File: src/rtl/quadenc_ext_if.sv
// Signal bundle between a quadrature decoder (slave) and its host (master).
// The index channel signals exist only when QUADENC_INDEX_EN is defined.
interface quadenc_ext_if #(
  parameter int CNT_W = 32
);
  logic             quadA;
  logic             quadB;
  logic [1:0]       mode;
  logic             load;
  logic [CNT_W-1:0] load_val;
  logic             cap;
  logic             err_clr;
  logic [CNT_W-1:0] count;
  logic             dir;
  logic             step;
  logic             err;
  logic [CNT_W-1:0] cap_count;
  logic             cap_valid;
`ifdef QUADENC_INDEX_EN
  logic             quadZ;
  logic             idx_clr_en;
  logic [CNT_W-1:0] idx_count;
  logic             idx_seen;

  modport master (
    output quadA, quadB, mode, load, load_val, cap, err_clr, quadZ, idx_clr_en,
    input  count, dir, step, err, cap_count, cap_valid, idx_count, idx_seen
  );
  modport slave (
    input  quadA, quadB, mode, load, load_val, cap, err_clr, quadZ, idx_clr_en,
    output count, dir, step, err, cap_count, cap_valid, idx_count, idx_seen
  );
`else
  modport master (
    output quadA, quadB, mode, load, load_val, cap, err_clr,
    input  count, dir, step, err, cap_count, cap_valid
  );
  modport slave (
    input  quadA, quadB, mode, load, load_val, cap, err_clr,
    output count, dir, step, err, cap_count, cap_valid
  );
`endif
endinterface

File: src/rtl/quadenc_ext.sv
// Quadrature decoder: per-pin synchroniser and glitch filter, x4/x2/x1 step
// decode into a wrapping signed counter, sticky illegal-transition flag,
// preload and snapshot capture. An arming window after reset lets the
// filtered levels settle before any step is decoded.
// Optional index channel Z: define QUADENC_INDEX_EN.
module quadenc_ext #(
  parameter int CNT_W       = 32,
  parameter int SYNC_STAGES = 2,
  parameter int FILT_LEN    = 4
) (
  input logic          clk,
  input logic          rst_n,
  quadenc_ext_if.slave bus
);

`ifdef QUADENC_INDEX_EN
  localparam int NCH  = 3;
  localparam int CH_Z = 2;
`else
  localparam int NCH  = 2;
`endif
  localparam int CH_A = 0;
  localparam int CH_B = 1;

  localparam int            FW        = $clog2(FILT_LEN + 1);
  localparam logic [FW-1:0] FILT_LAST = FW'(FILT_LEN - 1);
  localparam int            ARM_LEN   = SYNC_STAGES + FILT_LEN + 1;
  localparam int            AW        = $clog2(ARM_LEN + 1);
  localparam logic [AW-1:0] ARM_DONE  = AW'(ARM_LEN);

  typedef enum logic [1:0] {
    MODE_X4  = 2'd0,
    MODE_X2  = 2'd1,
    MODE_X1  = 2'd2,
    MODE_X4B = 2'd3
  } mode_e;

  logic [NCH-1:0]         pin;
  logic [SYNC_STAGES-1:0] sync_q [NCH];
  logic [NCH-1:0]         filt_q, filt_d;
  logic [FW-1:0]          fcnt_q [NCH];
  logic [FW-1:0]          fcnt_d [NCH];
  logic [NCH-1:0]         prev_q;
  logic [AW-1:0]          arm_q, arm_d;
  logic                   armed;

  logic [CNT_W-1:0]       count_q, count_d;
  logic                   dir_q, dir_d;
  logic                   step_q, step_d;
  logic                   err_q, err_d;
  logic [CNT_W-1:0]       cap_count_q, cap_count_d;
  logic                   cap_valid_q, cap_valid_d;

  logic cur_a, cur_b, chg_a, chg_b, counts, up, illegal, step_ev;

`ifdef QUADENC_INDEX_EN
  logic [CNT_W-1:0] idx_count_q, idx_count_d;
  logic             idx_seen_q, idx_seen_d;
  logic             z_rise;

  assign pin = {bus.quadZ, bus.quadB, bus.quadA};
`else
  assign pin = {bus.quadB, bus.quadA};
`endif

  assign armed = (arm_q == ARM_DONE);

  // Bring each asynchronous pin into the clock domain through its own chain.
  // NOTE: flops use <= so every register samples pre-edge values regardless of statement order.
  always_ff @(posedge clk or negedge rst_n) begin
    if (!rst_n) begin
      for (int c = 0; c < NCH; c++) sync_q[c] <= '0;
    end else begin
      for (int c = 0; c < NCH; c++) sync_q[c] <= {sync_q[c][SYNC_STAGES-2:0], pin[c]};
    end
  end

  // Glitch filter: adopt the synchronised level after FILT_LEN consecutive disagreeing cycles.
  // NOTE: every output gets a default first so no path can infer a latch.
  always_comb begin
    filt_d = filt_q;
    for (int c = 0; c < NCH; c++) begin
      fcnt_d[c] = '0;
      if (sync_q[c][SYNC_STAGES-1] != filt_q[c]) begin
        if (fcnt_q[c] == FILT_LAST) filt_d[c] = sync_q[c][SYNC_STAGES-1];
        else                        fcnt_d[c] = fcnt_q[c] + FW'(1);
      end
    end
  end

  // Classify the filtered A/B change against the previous state for the active mode.
  always_comb begin
    cur_a = filt_q[CH_A];
    cur_b = filt_q[CH_B];
    chg_a = cur_a ^ prev_q[CH_A];
    chg_b = cur_b ^ prev_q[CH_B];
    up    = cur_a ^ prev_q[CH_B];
    case (mode_e'(bus.mode))
      MODE_X2: counts = chg_a;
      MODE_X1: counts = chg_a & cur_a;
      default: counts = 1'b1;
    endcase
    illegal = armed & chg_a & chg_b;
    step_ev = armed & (chg_a ^ chg_b) & counts;
  end

  // Counter, flags and capture; priority rises from step to index clear to load.
  always_comb begin
    arm_d       = armed ? arm_q : arm_q + AW'(1);
    count_d     = count_q;
    dir_d       = dir_q;
    step_d      = 1'b0;
    err_d       = err_q;
    cap_count_d = cap_count_q;
    cap_valid_d = cap_valid_q;
    if (step_ev) begin
      count_d = up ? count_q + CNT_W'(1) : count_q - CNT_W'(1);
      dir_d   = up;
      step_d  = 1'b1;
    end
`ifdef QUADENC_INDEX_EN
    z_rise      = armed & filt_q[CH_Z] & ~prev_q[CH_Z];
    idx_count_d = idx_count_q;
    idx_seen_d  = idx_seen_q;
    if (z_rise) begin
      idx_count_d = count_q;
      idx_seen_d  = 1'b1;
      if (bus.idx_clr_en) begin
        count_d = '0;
        dir_d   = dir_q;
        step_d  = 1'b0;
      end
    end
`endif
    if (bus.load) begin
      count_d = bus.load_val;
      dir_d   = dir_q;
      step_d  = 1'b0;
    end
    if (bus.err_clr) err_d = 1'b0;
    if (illegal)     err_d = 1'b1;
    if (bus.cap) begin
      cap_count_d = count_q;
      cap_valid_d = 1'b1;
    end
  end

  // State registers; prev simply follows the filtered levels every cycle.
  always_ff @(posedge clk or negedge rst_n) begin
    if (!rst_n) begin
      filt_q      <= '0;
      for (int c = 0; c < NCH; c++) fcnt_q[c] <= '0;
      prev_q      <= '0;
      arm_q       <= '0;
      count_q     <= '0;
      dir_q       <= 1'b0;
      step_q      <= 1'b0;
      err_q       <= 1'b0;
      cap_count_q <= '0;
      cap_valid_q <= 1'b0;
`ifdef QUADENC_INDEX_EN
      idx_count_q <= '0;
      idx_seen_q  <= 1'b0;
`endif
    end else begin
      filt_q      <= filt_d;
      for (int c = 0; c < NCH; c++) fcnt_q[c] <= fcnt_d[c];
      prev_q      <= filt_q;
      arm_q       <= arm_d;
      count_q     <= count_d;
      dir_q       <= dir_d;
      step_q      <= step_d;
      err_q       <= err_d;
      cap_count_q <= cap_count_d;
      cap_valid_q <= cap_valid_d;
`ifdef QUADENC_INDEX_EN
      idx_count_q <= idx_count_d;
      idx_seen_q  <= idx_seen_d;
`endif
    end
  end

  assign bus.count     = count_q;
  assign bus.dir       = dir_q;
  assign bus.step      = step_q;
  assign bus.err       = err_q;
  assign bus.cap_count = cap_count_q;
  assign bus.cap_valid = cap_valid_q;
`ifdef QUADENC_INDEX_EN
  assign bus.idx_count = idx_count_q;
  assign bus.idx_seen  = idx_seen_q;
`endif

endmodule

File: src/flat_wrapper.sv
// flat-port wrapper written by rule: the top's interface ports become plain ports
module quadenc_ext_flat 
#(
  parameter int CNT_W       = 32,
  parameter int SYNC_STAGES = 2,
  parameter int FILT_LEN    = 4
)
  (clk, rst_n, bus_quadA, bus_quadB, bus_mode, bus_load, bus_load_val, bus_cap, bus_err_clr, bus_count, bus_dir, bus_step, bus_err, bus_cap_count, bus_cap_valid);
  quadenc_ext_if #(.CNT_W(CNT_W)) bus_i ();
  input logic clk;
  input logic rst_n;
  input wire logic [$bits(bus_i.quadA)-1:0] bus_quadA;
  input wire logic [$bits(bus_i.quadB)-1:0] bus_quadB;
  input wire logic [$bits(bus_i.mode)-1:0] bus_mode;
  input wire logic [$bits(bus_i.load)-1:0] bus_load;
  input wire logic [$bits(bus_i.load_val)-1:0] bus_load_val;
  input wire logic [$bits(bus_i.cap)-1:0] bus_cap;
  input wire logic [$bits(bus_i.err_clr)-1:0] bus_err_clr;
  output wire logic [$bits(bus_i.count)-1:0] bus_count;
  output wire logic [$bits(bus_i.dir)-1:0] bus_dir;
  output wire logic [$bits(bus_i.step)-1:0] bus_step;
  output wire logic [$bits(bus_i.err)-1:0] bus_err;
  output wire logic [$bits(bus_i.cap_count)-1:0] bus_cap_count;
  output wire logic [$bits(bus_i.cap_valid)-1:0] bus_cap_valid;
  assign bus_i.quadA = bus_quadA;
  assign bus_i.quadB = bus_quadB;
  assign bus_i.mode = bus_mode;
  assign bus_i.load = bus_load;
  assign bus_i.load_val = bus_load_val;
  assign bus_i.cap = bus_cap;
  assign bus_i.err_clr = bus_err_clr;
  assign bus_count = bus_i.count;
  assign bus_dir = bus_i.dir;
  assign bus_step = bus_i.step;
  assign bus_err = bus_i.err;
  assign bus_cap_count = bus_i.cap_count;
  assign bus_cap_valid = bus_i.cap_valid;
  quadenc_ext #(.CNT_W(CNT_W), .SYNC_STAGES(SYNC_STAGES), .FILT_LEN(FILT_LEN)) u_core (.clk(clk), .rst_n(rst_n), .bus(bus_i));
endmodule
File: config.mk
export PLATFORM = sky130hd
export DESIGN_NAME = quadenc_ext_flat
export DESIGN_NICKNAME = d
export VERILOG_FILES = /design/src/rtl/quadenc_ext_if.sv /design/src/rtl/quadenc_ext.sv /design/src/flat_wrapper.sv
export SDC_FILE = /design/constraint.sdc
export NUM_CORES = 1
export LEC_CHECK = 0
export BUFFER_PORTS_ARGS = -buffer_cell sky130_fd_sc_hd__buf_2
export CORE_MARGIN = 3
export CORE_UTILIZATION = 49
export CTS_BUF_LIST = sky130_fd_sc_hd__clkbuf_4 sky130_fd_sc_hd__clkbuf_8
export CTS_CLUSTER_DIAMETER = 80
export CTS_CLUSTER_SIZE = 28
export DETAILED_ROUTE_END_ITERATION = 12
export PLACE_DENSITY = 0.8
export SYNTH_ARGS = -nofsm -noshare
export SYNTH_HDL_FRONTEND = slang
export SYNTH_SLANG_ARGS = --single-unit
File: constraint.sdc
create_clock -name clk -period 8.21 [get_ports clk]
set_clock_uncertainty 0.2 [all_clocks]
set_input_delay 1.2315 -clock clk [delete_from_list [all_inputs] [get_ports clk]]
set_output_delay 1.2315 -clock clk [all_outputs]
set_load 0.005 [all_outputs]
==> results.yml <==
sta:
  fin_setup_tns_ps: 0
  finalSetupViolations: 0
  slew_headroom: 0.279
  whs_ps: 156
  fin_crit_sh: 0.456
  hold_viol_final: 0
  drv_slew: 0
  worst_pin_slew_ps: 1080
  max_freq_mhz: 267
  layout_min_cycle_time_ps: 3750
  rsz0062_at_grt: "false"
setup_path:
  startpoint_type: "flip-flop"
  required_ps: 8270
  cp_max_fo: 60
  r2r_end: "u_core.bus.count[26]"
  reg2regPathDepth: 10
  arrival_ps: 3810
  r2r_setup_slack_ps: 4460
  crit_path_end_kind: "flip-flop"
  reg2reg_from: "u_core.prev_q[1]"
  crit_type: "reg -> reg"
cells_and_area:
  fillers: 1009
  num-nets-final: 719
  layout-drive-gt1-share: 0.283
  area_delta_synth_final_pct: 13.7
  antennaDiodeCount: 0
  seq_area_sq_um: 2130
  multi_input_area_sq_um: 3180
cts:
  cts_num_sinks: 85
  cts_buffers: 9
  cts_hold_buf: 0
  cts_root_buffer: "clkbuf_8"
  cts_tree: "yes"
  clockBufferDepth: 2
  insertion_delay_ps: 370
  post_cts_buffers: 0
  cts.reportedPaths.clkPinSlew_ps: 90
  htree_levels: 3
  cts_resized: 0
worst_hold_path:
  min_to: "u_core.sync_q[1]"
  worstHoldPathType: "reg -> reg"
  hold_start: "u_core.sync_q[0]"
  hold_depth: 0
pwr:
  total_power_mw: 1.95
  ir_worst_vdd_uv: 327
  p_leak_nw: 2.63
  p_per_area_nw_per_um2: 309
logic_synthesis:
  synth_area_leaders: "dfrtp_1 38%, mux2_2 8.5%, nand3_1 3.3%"
  ys_seq_elements: 85
  ys_types: 73
  synth_top_area_frac: 0.384
  async_flop_share: 1.00
  synth_largest_area_cell: "dfrtp_1"
  yosysMostFrequentCell: "dfrtp_1"
  syn-cell-area_sq_um: 5540
  syn_avg_cell_area_sq_um: 9.18
  syn-num-nets: 652
  ys_warn_count: 0
  synthCells: 603
  synth_seq_area_share: 0.384
  synth_edf_count: 0
  synth_common_cells: "85 x dfrtp_1, 42 x clkbuf_1, 42 x mux2_2, 42 x nor2_1, 40 x nand2_1"
  ys.flop_type: "dfrtp_1"
floorplanning:
  die_y_microns: 112
  initial_core_util: 0.506
  pin_count: 109
  core_area_sq_um: 10900
  rows: 38
  die_x_microns: 112
  design.die.area_sq_um: 12600
detailed_routing:
  wirelength_microns: 16300
  dr.pass1.iters: 5
  drt_iter0_drc: 393
  drt-vias-per-instance: 6.43
  ant_nets: 0
  post_drt_wl_per_cell_microns: 20.0
  drc_errors: 0
  route.vias.total: 5238
global_routing:
  grt_overflow: 0
  grt_pass1_vias: 5077
  grt_max_degree: 86
  grt_pass1_wl_microns: 26600
  grt_antenna_before_repair: 0
  grt.total_usage: 0.258
place:
  hpwlAfterDp_microns: 11200
  numPortBuffers: 108
  place.gp.congestion: 0.913
status:
  status: "complete, no violations"
job:
  cap_violations: 0
[kinds of logic after synthesis]
logic type | synth area share
mux | 0.110
simple gates | 0.246
fa+ha+maj | 0.0181
xor+xnor | 0.0384
buf+inv | 0.0479
compound gates | 0.155
flops | 0.384
[state kept, by name, summed over array words and instances, names as in the netlist]
signal	flops
u_core.bus.cap_count	32
u_core.arm_q	3
u_core.fcnt_q	6
u_core.sync_q	4
u_core.bus.cap_valid	1
u_core.filt_q	2
u_core.bus.count	32
u_core.bus.dir	1
u_core.bus.step	1
u_core.bus.err	1
u_core.prev_q	2
[worst max-delay path by stage]
stage | from | end | slack, ps
after detailed placement | u_core.filt_q[0] | u_core.bus.count[20] | 4510
after global routing | u_core.prev_q[1] | u_core.bus.count[20] | 4180
after floorplan | u_core.filt_q[0] | u_core.bus.count[26] | 4650
after CTS | u_core.filt_q[0] | u_core.bus.count[20] | 4480
final | u_core.prev_q[1] | u_core.bus.count[26] | 4460
after global placement | bus_mode[0] | u_core.bus.count[26] | 4600
[critical path, cell delays in order (launching register included)]
cell	delay (ps)
dfrtp_1	600
xor2_4	160
buf_4	530
xnor2_1	130
ha_1	270
or3_1	400
o21ai_0	330
a221oi_4	170
and4_1	250
or3_1	340
a31o_2	240
[report_power, final]
group | leakage (nW) | internal [mW] | switching [mW]
logic | 1.52 | 0.368 | 0.566
registers | 1.01 | 0.518 | 0.175
clock network | 0.104 | 0.158 | 0.163
[metal layers]
metal / GRT usage / share of wire / up-vias / wire length [microns]
li1: - / - / 2404 / -
met1: 0.363 / 0.45 / 2599 / 7340
met2: 0.423 / 0.48 / 215 / 7830
met3: 0.0394 / 0.060 / 20 / 972
met4: 0.0625 / 0.011 / 0 / 184
met5: 0 / 0 / - / 0
[layout by cell type (no fill, tap or decap), types with 6 or more instances in the layout]
cell type	netlist	final
and3_1	12	12
mux2_2	42	42
o21ai_0	32	32
ha_1	8	8
or4_1	22	22
a21oi_1	17	17
nor3_1	13	13
nand2_1	40	40
nand3_1	36	36
dfrtp_1	85	85
mux2i_1	12	12
xnor2_1	13	13
buf_2	11	107
a31oi_1	6	6
or2_2	10	10
nor4_1	15	15
nand4_1	19	19
or3_1	13	13
nor2_1	42	42
and4_1	7	7
inv_1	7	7
clkbuf_8	0	10
[stage by stage]
stage | cells | setup WS [ps] | util | cell area [sq um]
3_3_place_gp | 799 | 4600 | 0.557 | 6090
4_1_cts | 815 | 4480 | 0.576 | 6300
3_5_place_dp | 799 | 4510 | 0.557 | 6090
5_1_grt | 815 | 4180 | 0.576 | 6300
6_report | 815 | 4460 | 0.576 | 6300
2_1_floorplan | 603 | 4650 | - | 5540
[final cells by class]
cell class	instances	share of cell area
flip-flops and latches	85	0.338
inverters	8	0.00477
well taps	140	0.0278
repair buffers	112	0.0910
multi-input cells	454	0.506
clock buffers	12	0.0242
clock inverters	4	0.00874
(Power assumes the default switching activity.)
